## src/rtl/usb_token_pkg.sv

```systemverilog
// usb_token_pkg: shared constants, FSM state type and the serial CRC5 step
// for the USB token receive path.
//   PID_*            4-bit token PID values (PID byte bits [3:0])
//   CRC5_*           CRC5 polynomial, LFSR seed and good-packet residual
//   ERR_*            tok_err_code values
//   token_state_t    receive FSM states
//   crc5_step()      one serial LFSR update: x^5 + x^2 + 1
package usb_token_pkg;

    localparam logic [3:0] PID_OUT   = 4'b0001;
    localparam logic [3:0] PID_IN    = 4'b1001;
    localparam logic [3:0] PID_SETUP = 4'b1101;
    localparam logic [3:0] PID_SOF   = 4'b0101;

    localparam logic [4:0] CRC5_POLY     = 5'b00101;
    localparam logic [4:0] CRC5_INIT     = 5'b11111;
    localparam logic [4:0] CRC5_RESIDUAL = 5'b01100;

    localparam logic [1:0] ERR_PID = 2'd0;
    localparam logic [1:0] ERR_CRC = 2'd1;
    localparam logic [1:0] ERR_LEN = 2'd2;

    // Bit positions (running count after the bit) where each field ends.
    localparam int PID_END   = 8;
    localparam int FIELD_END = 19;
    localparam int CRC_END   = 24;

    typedef enum logic [2:0] {
        ST_IDLE  = 3'd0,
        ST_PID   = 3'd1,
        ST_FIELD = 3'd2,
        ST_CRC   = 3'd3,
        ST_DONE  = 3'd4,
        ST_SKIP  = 3'd5
    } token_state_t;

    function automatic logic [4:0] crc5_step(input logic [4:0] q, input logic b);
        logic fb;
        fb = b ^ q[4];
        crc5_step = {q[3:0], 1'b0} ^ (fb ? CRC5_POLY : 5'b00000);
    endfunction

endpackage

```

## src/rtl/usb_token_rx_if.sv

```systemverilog
// usb_token_rx_if: bit stream from the NRZI-decode/unstuff stage plus the
// decoded token results for the device core.
//   rx_sop/rx_bit/rx_bit_valid/rx_eop   serial packet stream into the decoder
//   tok_valid/tok_pid/tok_addr/tok_endp good-token pulse and held fields
//   tok_err/tok_err_code                rejected-packet pulse and held cause
//   sof_valid/sof_frame                 good SOF pulse and frame (SOF_DECODE_EN only)
//   dbg_state                           receive FSM state, for observation only
// Stream semantics: rx_bit is consumed on any cycle rx_bit_valid is high;
// rx_sop and rx_eop are single-cycle strobes with no back-pressure, and a
// bit valid in the rx_sop or rx_eop cycle belongs to that packet.
// Macro: SOF_DECODE_EN adds the SOF result signals.
interface usb_token_rx_if;
    import usb_token_pkg::*;

    logic         rx_sop;
    logic         rx_bit;
    logic         rx_bit_valid;
    logic         rx_eop;
    logic         tok_valid;
    logic [3:0]   tok_pid;
    logic [6:0]   tok_addr;
    logic [3:0]   tok_endp;
    logic         tok_err;
    logic [1:0]   tok_err_code;
    token_state_t dbg_state;
`ifdef SOF_DECODE_EN
    logic         sof_valid;
    logic [10:0]  sof_frame;
`endif

    modport master (
        output rx_sop, rx_bit, rx_bit_valid, rx_eop,
        input  tok_valid, tok_pid, tok_addr, tok_endp, tok_err, tok_err_code,
`ifdef SOF_DECODE_EN
        input  sof_valid, sof_frame,
`endif
        input  dbg_state
    );

    modport slave (
        input  rx_sop, rx_bit, rx_bit_valid, rx_eop,
        output tok_valid, tok_pid, tok_addr, tok_endp, tok_err, tok_err_code,
`ifdef SOF_DECODE_EN
        output sof_valid, sof_frame,
`endif
        output dbg_state
    );

endinterface

```

## src/rtl/usb_crc5_serial.sv

```systemverilog
// usb_crc5_serial: serial CRC5 checker, one bit per enabled cycle.
//   clk, rst  clock, asynchronous active-high reset (LFSR to 5'b11111)
//   clr       reseed the LFSR; if en is also high the bit is applied to the seed
//   en        apply bit_in this cycle
//   bit_in    data bit
//   ok        registered LFSR equals the good-packet residual
//   q         registered LFSR value
module usb_crc5_serial
    import usb_token_pkg::*;
(
    input  logic       clk,
    input  logic       rst,
    input  logic       clr,
    input  logic       en,
    input  logic       bit_in,
    output logic       ok,
    output logic [4:0] q
);

    logic [4:0] q_r;
    logic [4:0] base;

    always_comb begin
        base = clr ? CRC5_INIT : q_r;
    end

    always_ff @(posedge clk or posedge rst) begin
        if (rst) begin
            q_r <= CRC5_INIT;
        end else if (en) begin
            q_r <= crc5_step(base, bit_in);
        end else if (clr) begin
            q_r <= CRC5_INIT;
        end
    end

    assign q  = q_r;
    assign ok = (q_r == CRC5_RESIDUAL);

endmodule

```

## src/rtl/usb_token_rx.sv

```systemverilog
// usb_token_rx: receive-side USB token decoder (OUT/IN/SETUP, optionally SOF).
//   clk, rst  clock, asynchronous active-high reset
//   bus       usb_token_rx_if.slave: serial stream in, decoded token/error out
// Parameters: MAX_BITS (token length in bits), LONG_IS_ERR (1 = bits past
// MAX_BITS before EOP are a length error).
// Macro: SOF_DECODE_EN decodes SOF packets and drives sof_valid/sof_frame.
module usb_token_rx
    import usb_token_pkg::*;
#(
    parameter int MAX_BITS    = 24,
    parameter bit LONG_IS_ERR = 1'b1
) (
    input  logic clk,
    input  logic rst,
    usb_token_rx_if.slave bus
);

    token_state_t state, st_eff, st_nxt;
    logic [5:0]   cnt, cnt_eff, cnt_nxt;
    logic [7:0]   pid_sr, pid_eff, pid_nxt;
    logic [10:0]  fld_sr, fld_eff, fld_nxt;
    logic         pid_err, perr_eff, perr_nxt;
    logic         take, crc_en, crc_pass, crc_ok;
    logic [4:0]   crc_q, crc_base;
    logic         len_err, eop_act, report;

    logic         tok_valid_r, tok_err_r;
    logic [3:0]   tok_pid_r, tok_endp_r;
    logic [6:0]   tok_addr_r;
    logic [1:0]   tok_err_code_r;
`ifdef SOF_DECODE_EN
    logic         sof_valid_r;
    logic [10:0]  sof_frame_r;
`endif

    function automatic logic is_token(input logic [3:0] p);
        is_token = (p == PID_OUT) || (p == PID_IN) || (p == PID_SETUP)
`ifdef SOF_DECODE_EN
                   || (p == PID_SOF)
`endif
                   ;
    endfunction

    usb_crc5_serial u_crc (
        .clk    (clk),
        .rst    (rst),
        .clr    (bus.rx_sop),
        .en     (crc_en),
        .bit_in (bus.rx_bit),
        .ok     (crc_ok),
        .q      (crc_q)
    );

    // The "_eff" values are the state as seen by this cycle's bit: rx_sop
    // restarts the packet first so a bit in the same cycle is bit 0.
    // The "_nxt" values include this cycle's bit, so an EOP in the same
    // cycle as the last bit is judged on the complete packet.
    always_comb begin
        st_eff   = bus.rx_sop ? ST_PID : state;
        cnt_eff  = bus.rx_sop ? 6'd0 : cnt;
        pid_eff  = bus.rx_sop ? 8'd0 : pid_sr;
        fld_eff  = bus.rx_sop ? 11'd0 : fld_sr;
        perr_eff = bus.rx_sop ? 1'b0 : pid_err;
        crc_base = bus.rx_sop ? CRC5_INIT : crc_q;

        take    = bus.rx_bit_valid && (st_eff != ST_IDLE);
        cnt_nxt = (take && (cnt_eff != 6'h3F)) ? cnt_eff + 6'd1 : cnt_eff;
        pid_nxt = (take && st_eff == ST_PID)   ? {bus.rx_bit, pid_eff[7:1]} : pid_eff;
        fld_nxt = (take && st_eff == ST_FIELD) ? {bus.rx_bit, fld_eff[10:1]} : fld_eff;
        crc_en  = take && (st_eff == ST_FIELD || st_eff == ST_CRC);
        crc_pass = crc_en ? (crc5_step(crc_base, bus.rx_bit) == CRC5_RESIDUAL)
                          : (!bus.rx_sop && crc_ok);

        st_nxt   = st_eff;
        perr_nxt = perr_eff;
        if (take) begin
            case (st_eff)
                ST_PID: begin
                    if (cnt_nxt == 6'(PID_END)) begin
                        if (pid_nxt[7:4] != ~pid_nxt[3:0]) begin
                            st_nxt   = ST_SKIP;
                            perr_nxt = 1'b1;
                        end else if (is_token(pid_nxt[3:0])) begin
                            st_nxt = ST_FIELD;
                        end else begin
                            st_nxt = ST_SKIP;
                        end
                    end
                end
                ST_FIELD: if (cnt_nxt == 6'(FIELD_END)) st_nxt = ST_CRC;
                ST_CRC:   if (cnt_nxt == 6'(CRC_END))   st_nxt = ST_DONE;
                default: ;
            endcase
        end

        len_err = (cnt_nxt < 6'(MAX_BITS)) || (LONG_IS_ERR && (cnt_nxt > 6'(MAX_BITS)));
        eop_act = bus.rx_eop && (st_eff != ST_IDLE);
        // A non-token with a good PID complement is dropped without a report.
        report  = eop_act && !(st_nxt == ST_SKIP && !perr_nxt);
        if (eop_act) st_nxt = ST_IDLE;
    end

    always_ff @(posedge clk or posedge rst) begin
        if (rst) begin
            state          <= ST_IDLE;
            cnt            <= 6'd0;
            pid_sr         <= 8'd0;
            fld_sr         <= 11'd0;
            pid_err        <= 1'b0;
            tok_valid_r    <= 1'b0;
            tok_err_r      <= 1'b0;
            tok_pid_r      <= 4'd0;
            tok_addr_r     <= 7'd0;
            tok_endp_r     <= 4'd0;
            tok_err_code_r <= 2'd0;
`ifdef SOF_DECODE_EN
            sof_valid_r    <= 1'b0;
            sof_frame_r    <= 11'd0;
`endif
        end else begin
            state       <= st_nxt;
            cnt         <= cnt_nxt;
            pid_sr      <= pid_nxt;
            fld_sr      <= fld_nxt;
            pid_err     <= perr_nxt;
            tok_valid_r <= 1'b0;
            tok_err_r   <= 1'b0;
`ifdef SOF_DECODE_EN
            sof_valid_r <= 1'b0;
`endif
            if (report) begin
                if (len_err) begin
                    tok_err_r      <= 1'b1;
                    tok_err_code_r <= ERR_LEN;
                end else if (perr_nxt) begin
                    tok_err_r      <= 1'b1;
                    tok_err_code_r <= ERR_PID;
                end else if (!crc_pass) begin
                    tok_err_r      <= 1'b1;
                    tok_err_code_r <= ERR_CRC;
`ifdef SOF_DECODE_EN
                end else if (pid_nxt[3:0] == PID_SOF) begin
                    sof_valid_r <= 1'b1;
                    sof_frame_r <= fld_nxt;
`endif
                end else begin
                    tok_valid_r <= 1'b1;
                    tok_pid_r   <= pid_nxt[3:0];
                    tok_addr_r  <= fld_nxt[6:0];
                    tok_endp_r  <= fld_nxt[10:7];
                end
            end
        end
    end

    assign bus.tok_valid    = tok_valid_r;
    assign bus.tok_err      = tok_err_r;
    assign bus.tok_pid      = tok_pid_r;
    assign bus.tok_addr     = tok_addr_r;
    assign bus.tok_endp     = tok_endp_r;
    assign bus.tok_err_code = tok_err_code_r;
    assign bus.dbg_state    = state;
`ifdef SOF_DECODE_EN
    assign bus.sof_valid    = sof_valid_r;
    assign bus.sof_frame    = sof_frame_r;
`endif

endmodule

```

## src/flat_wrapper.sv

```systemverilog
// flat-port wrapper written by rule: the top's interface ports become plain ports
module usb_token_rx_flat import usb_token_pkg::*;
#(
    parameter int MAX_BITS    = 24,
    parameter bit LONG_IS_ERR = 1'b1
)
  (clk, rst, bus_rx_sop, bus_rx_bit, bus_rx_bit_valid, bus_rx_eop, bus_tok_valid, bus_tok_pid, bus_tok_addr, bus_tok_endp, bus_tok_err, bus_tok_err_code, bus_dbg_state);
  usb_token_rx_if bus_i ();
  input  logic clk;
  input  logic rst;
  input wire logic [$bits(bus_i.rx_sop)-1:0] bus_rx_sop;
  input wire logic [$bits(bus_i.rx_bit)-1:0] bus_rx_bit;
  input wire logic [$bits(bus_i.rx_bit_valid)-1:0] bus_rx_bit_valid;
  input wire logic [$bits(bus_i.rx_eop)-1:0] bus_rx_eop;
  output wire logic [$bits(bus_i.tok_valid)-1:0] bus_tok_valid;
  output wire logic [$bits(bus_i.tok_pid)-1:0] bus_tok_pid;
  output wire logic [$bits(bus_i.tok_addr)-1:0] bus_tok_addr;
  output wire logic [$bits(bus_i.tok_endp)-1:0] bus_tok_endp;
  output wire logic [$bits(bus_i.tok_err)-1:0] bus_tok_err;
  output wire logic [$bits(bus_i.tok_err_code)-1:0] bus_tok_err_code;
  output wire logic [$bits(bus_i.dbg_state)-1:0] bus_dbg_state;
  assign bus_i.rx_sop = bus_rx_sop;
  assign bus_i.rx_bit = bus_rx_bit;
  assign bus_i.rx_bit_valid = bus_rx_bit_valid;
  assign bus_i.rx_eop = bus_rx_eop;
  assign bus_tok_valid = bus_i.tok_valid;
  assign bus_tok_pid = bus_i.tok_pid;
  assign bus_tok_addr = bus_i.tok_addr;
  assign bus_tok_endp = bus_i.tok_endp;
  assign bus_tok_err = bus_i.tok_err;
  assign bus_tok_err_code = bus_i.tok_err_code;
  assign bus_dbg_state = bus_i.dbg_state;
  usb_token_rx #(.MAX_BITS(MAX_BITS), .LONG_IS_ERR(LONG_IS_ERR)) u_core (.clk(clk), .rst(rst), .bus(bus_i));
endmodule
```

## config.mk

```make
export PLATFORM = sky130hd
export DESIGN_NAME = usb_token_rx_flat
export DESIGN_NICKNAME = d
export VERILOG_FILES = /design/src/rtl/usb_token_pkg.sv /design/src/rtl/usb_token_rx_if.sv /design/src/rtl/usb_crc5_serial.sv /design/src/rtl/usb_token_rx.sv /design/src/flat_wrapper.sv
export SDC_FILE = /design/constraint.sdc
export NUM_CORES = 1
export LEC_CHECK = 0
export ABC_AREA = 1
export BUFFER_PORTS_ARGS = -buffer_cell sky130_fd_sc_hd__buf_2
export CAP_MARGIN = 20
export CORE_ASPECT_RATIO = 1.4
export CORE_UTILIZATION = 50
export DETAILED_ROUTE_END_ITERATION = 16
export PLACE_DENSITY_LB_ADDON = 0.12
export SLEW_MARGIN = 25
export SYNTH_ARGS = -nofsm -noshare
export SYNTH_HDL_FRONTEND = slang
export SYNTH_SLANG_ARGS = --single-unit
```

## constraint.sdc

```tcl
create_clock -name clk -period 3.2 [get_ports clk]
set_input_delay 0 -clock clk [delete_from_list [all_inputs] [get_ports clk]]
set_output_delay 0 -clock clk [all_outputs]
set_load 0.02 [all_outputs]
```

# Yosys cells after proc, flatten, opt, wreduce, memory -nomap -nowiden
# Cells that the tools add are included.
# classes
bitwise,5
eq_ne,15
reduce_logical,19
add_sub_neg,1
magnitude_cmp,2
mux,35
# op_table
cell,n
two-way mux 3 bit,9
two-way mux 11 bit,2
two-way mux 8 bit,2
two-way mux 1 bit,14
"== test 6 x 5 -> 1 bit, second input constant",2
two-way mux 6 bit,2
"== test 5 x 4 -> 1 bit, second input constant",2
two-way mux 5 bit,2
logical AND 1 bit,9
one-hot mux 3 bit (3 select lines),1
"== test 4 bit, second input constant",2
"adder 6 x 1 -> 6 bit, second input constant",1
"== test 3 x 2 -> 1 bit, second input constant",2
"== test 6 x 4 -> 1 bit, second input constant",1
"> comparator 6 x 5 -> 1 bit, second input constant",1
"less-than comparator 6 x 5 -> 1 bit, second input constant",1
two-way mux 2 bit,3
"!= test 6 bit, second input constant",1
bitwise XOR 5 bit,1
"== test 4 x 1 -> 1 bit, second input constant",1
logical OR 1 bit,4
!= test 4 bit,1
inverter 4 bit,1
AND reduction 4 bit,1
8 further kinds,11
# totals
in_bits,6
word_cells,89
out_inout_bits,22
ff_bits,53

# Depth between registers and ports, before layout
# depth
ltp_word,18
ltp_mapped,22
mapped_depth_nobuf,21

# Modules after synthesis
# From an unflattened synthesis, not the netlist that was laid out.
# hier_totals
cells_unflattened,399
hier_area_um2,2934.1
# modules_own_cells
mod,n_inst,seq_area_each_um2,cells_per_inst,area_each_um2
usb_token_rx,1,1201.2,366,2658.8
usb_crc5_serial,1,131.4,33,275.3

# Worst setup path before layout
# No wires, ideal clock.
# synth_timing
path_kind,flip-flop to flip-flop
from,register u_core.cnt[0]
to,register u_core.tok_endp_r[3] (netlist: u_core.bus.tok_endp[3])
path_stages_with_launch,20
t_arrival_ps,2358
synth_period_minus_slack_ps,2476
setup_ps,117
required_ps,3083
path_buffers,1
slack_ps,724
path_cell_list,dfrtp_1 inv_1 nor2_2 ha_1 nand3_1 nor2_1 nor2_4 nand2_1 nand2_1 nor2_1 nand2_1 nor2_1 nand3_1 nand2_1 nand3_1 nor2_2 nand2_4 buf_2 nand4_1 nand2_1
# synth_via
elab_chain_cells,13
elab_cells_between_ends,27
classes_between,1 x add/sub; 2 x order compare; 5 x eq/ne; 10 x mux; 2 x bitwise; 7 x reduce/logical
# synth_lines
item,line,source
"start, declared",usb_token_rx.sv:19,"logic [5:0] cnt, cnt_eff, cnt_nxt;"
"start signal, assigned",usb_token_rx.sv:122,cnt <= cnt_nxt;
two-way mux 6 bit *,usb_token_rx.sv:60,cnt_eff = bus.rx_sop ? 6'd0 : cnt;
"parallel branches: the longest is 2 deep, another holds adder 6 x 1 -> 6 bit",--,
two-way mux 6 bit *,usb_token_rx.sv:67,cnt_nxt = (take && (cnt_eff != 6'h3F)) ? cnt_eff + 6'd1 : cnt_eff;
named net u_core.cnt_nxt[2],usb_token_rx.sv:19,
== test 6 x 5 -> 1 bit (tied with other cells),usb_token_rx.sv:91,ST_CRC: if (cnt_nxt == 6'(CRC_END)) st_nxt = ST_DONE;
two-way mux 3 bit (tied with other cells),usb_token_rx.sv:91,
one-hot mux 3 bit (3 select lines) / two-way mux 1 bit (equally long branches),usb_token_rx.sv:77,case (st_eff)
two-way mux 3 bit / two-way mux 1 bit (equally long branches),usb_token_rx.sv:76,if (take) begin
== test 3 bit / logical NOT 1 bit (equally long branches),usb_token_rx.sv:99,report = eop_act && !(st_nxt == ST_SKIP && !perr_nxt);
logical AND 1 bit,usb_token_rx.sv:99,
logical NOT 1 bit,usb_token_rx.sv:99,
logical AND 1 bit,usb_token_rx.sv:99,
AND reduction 4 bit (no line) *,--,
"end signal, assigned",usb_token_rx.sv:150,tok_endp_r <= fld_nxt[10:7];
"end, declared",usb_token_rx.sv:28,"logic [3:0] tok_pid_r, tok_endp_r;"
# Mark *: on every way through the listed nets, which the timed path passes.
# A chain may end at the register's enable or synchronous reset.

# Final worst setup path
# layout_timing
from,register u_core.cnt[1]
to,register u_core.tok_addr_r[4] (netlist: u_core.bus.tok_addr[4])
# layout_via
elab_chain_cells,13
elab_cells_between_ends,27
classes_between,1 x add/sub; 2 x order compare; 5 x eq/ne; 10 x mux; 2 x bitwise; 7 x reduce/logical
# layout_lines
item,line,source
two-way mux 6 bit *,usb_token_rx.sv:60,
"parallel branches: the longest is 2 deep, another holds adder 6 x 1 -> 6 bit",--,
two-way mux 6 bit *,usb_token_rx.sv:67,
named net u_core.cnt_nxt[5],usb_token_rx.sv:19,
== test 6 x 5 -> 1 bit (tied with other cells),usb_token_rx.sv:91,
two-way mux 3 bit (tied with other cells),usb_token_rx.sv:91,
one-hot mux 3 bit (3 select lines) / two-way mux 1 bit (equally long branches),usb_token_rx.sv:77,
two-way mux 3 bit / two-way mux 1 bit (equally long branches),usb_token_rx.sv:76,
== test 3 bit / logical NOT 1 bit (equally long branches),usb_token_rx.sv:99,
logical AND 1 bit,usb_token_rx.sv:99,
logical NOT 1 bit,usb_token_rx.sv:99,
logical AND 1 bit,usb_token_rx.sv:99,
AND reduction 4 bit (no line) *,--,
"end signal, assigned",usb_token_rx.sv:149,tok_addr_r <= fld_nxt[6:0];
"end, declared",usb_token_rx.sv:29,logic [6:0] tok_addr_r;
# Marked as above.

==> out/metrics.csv <==
metric,value,unit
status,"complete, no violations",
tightest_slew,774,ps
worstSetupPathType,flop to flop,
syn_avg_cell_area,7.48,sq um
hold_class,input port to flop,
endpoint_kind,flop,
port-buffer-count,27,
antenna_found_initial,0,
p_leak,1.88,nW
min_path_cells,3,
via_per_inst,5.18,
drt_iter0_markers,137,
finalNetCount,428,
io_pins,28,
cp-start-kind,flop,
period_minus_slack,2810,ps
grt_max_degree,38,
clk_pin_slew,100,ps
syn-num-nets,402,
drive_above_1_share,0.164,
final_common_cell,nand2_1,
hold_end,u_core.pid_sr[7],
core_area,5610,sq um
synth_cell_types,35,
yosysWarningCount,0,
drc,0,
ys_seq_area_frac,0.451,
antenna_left,0,
vias,2536,
clkLatencyLatePin,310,ps
clock_tree.htree_level_count,2,
overflow,0,
place_congestion,0.855,
cts-root-buf,clkbuf_8,
diodes,0,
rows,32,
die_w,67.0,microns
dp.cells,481,
power_density,420,nW/um^2
cts_buffer_depth,2,
wire_per_inst,13.1,microns
final_cell_mix,"nand2_1, dfrtp_1, inv_1, nand3_1, buf_2",
r2r_start,u_core.cnt[1],
min_period_over_period,0.878,
cp.required,3410,ps
worstHoldStart,bus_rx_bit,
max_freq,356,MHz
fin_tns_setup,0,ps
track_usage,0.235,
rr_worst_depth,18,
syn_inst,395,
fp.dieH,92.9,microns
syn_area,2950,sq um
synth_seq_cells,53,
routed_wl,6420,microns
reg2reg_slack,390,ps
slew_headroom,0.483,
r2r_end,u_core.bus.tok_addr[4],
cts_tree,done,
crit_fanout,19,
ir_drop,288,uV
fin_skew,9.30,ps
cts_made_buffers,5,
setup_viol,0,
drv_slew,0,
total_power,1.37,mW
clock-sinks,53,
grt_pass1_vias,2419,
timing_hold_violations_final,0,
grt_pass1_wl,11000,microns
fin_cells,490,
drv_cap,0,
rsz0062_at_grt,false,
dr.pass1.iters,4,
cp.arrival,3010,ps
dieArea,6220,sq um
dp_hpwl,4640,microns
areaGrowthSynthToFinish,10.5,%
start_util,0.527,
## layer usage
metal	GRT usage	part of all wire	vias to the layer above
met1	0.297	0.45	1172
li1	-	-	1311
met5	0	0	-
met4	0.0745	0.014	0
met3	0.0296	0.033	7
met2	0.408	0.50	46
## cell families after synthesis
family | after synthesis | share of synthesized area
compound gates | 40 | 0.0771
xor+xnor | 3 | 0.00890
fa+ha+maj | 1 | 0.00423
buf+inv | 60 | 0.0889
flops | 53 | 0.451
simple gates | 238 | 0.370
## repair_timing
action | 4_1_cts | 5_1_grt
setup buffers | 0 | 0
hold endpoints to repair | 36 | 0
hold buffers | 1 | 0
resized for setup | 0 | 2
endpoints found under the setup margin | 0 | 18
## power by group
group	internal (mW)	total, mW	switching [mW]
sequential	0.686	0.700	0.0140
clock	0.234	0.466	0.231
combinational	0.0580	0.205	0.147
## per-stage QoR
| stage | area [sq um] | setup WS, ps | util | hold slack, ps |
|---|---|---|---|---|
| after floorplan | 2950 | 724 | - | 172 |
| after global placement | 3130 | 318 | 0.558 | 185 |
| after detailed placement | 3130 | 283 | 0.558 | 182 |
| after CTS | 3250 | 257 | 0.580 | 29.7 |
| after global routing | 3260 | 24.2 | 0.582 | 55.6 |
| final | 3260 | 390 | 0.582 | 47.6 |
## how the worst max path moves through the flow
| stage | startpoint | to | cells after the start |
|---|---|---|---|
| 6_report | u_core.cnt[1] | u_core.bus.tok_addr[4] | 18 |
| 5_1_grt | u_core.cnt[1] | u_core.bus.tok_endp[2] | 20 |
| 4_1_cts | u_core.bus.dbg_state[2] | u_core.bus.tok_addr[4] | 16 |
| 3_5_place_dp | u_core.bus.dbg_state[2] | u_core.bus.tok_addr[1] | 16 |
| 3_3_place_gp | u_core.bus.dbg_state[2] | u_core.bus.tok_addr[4] | 16 |
| 2_1_floorplan | u_core.cnt[0] | u_core.bus.tok_endp[3] | 19 |
## final cells by class
cell class	instances	area (sq um)
clock buffers	5	68.8
clock inverters	3	46.3
fillers	550	2340
inverters	45	171
multi-input cells	282	1370
flip-flops and latches	53	1330
well taps	68	85.1
repair buffers	34	190
## cell usage after synthesis (all sizes together)
cell | instances | area, sq um
nand2 | 142 | 543
dfrtp | 48 | 1200
inv | 45 | 171
nor2 | 38 | 199
nand3 | 33 | 195
o21ai | 24 | 124
nand4 | 23 | 144
a21oi | 10 | 53.8
buf | 9 | 68.8
clkbuf | 6 | 22.5
dfstp | 5 | 131
a21boi | 3 | 26.3
xor2 | 2 | 17.5
ha | 1 | 12.5
nor3 | 1 | 5.00
nor4 | 1 | 6.26
o2111ai | 1 | 8.76
o211ai | 1 | 7.51
o21bai | 1 | 7.51
xnor2 | 1 | 8.76
## flip-flops by register name, summed over array words and instances, names as in the netlist
name,cells
u_core.bus.tok_endp,4
u_core.bus.tok_err,1
u_core.bus.dbg_state,3
u_core.cnt,6
u_core.pid_err,1
u_core.u_crc.q,5
u_core.fld_sr,11
u_core.bus.tok_err_code,2
u_core.pid_sr,8
u_core.bus.tok_addr,7
u_core.bus.tok_valid,1
u_core.bus.tok_pid,4
## worst max-delay path, cell delays in order, from the launching register on
cell,delay (ps)
dfrtp_1,360
inv_1,40
nor2_1,160
ha_1,240
nand3_1,110
nor2_1,250
nor2_4,100
nand2_1,100
nand2_1,90
nor2_1,160
nand2_1,130
inv_1,90
o21ai_1,70
a21oi_2,150
nor2_2,70
nand2_4,180
nand3_4,220
nand2_1,110
nand2_1,50
Note: power is estimated with default switching activity, not from simulation.
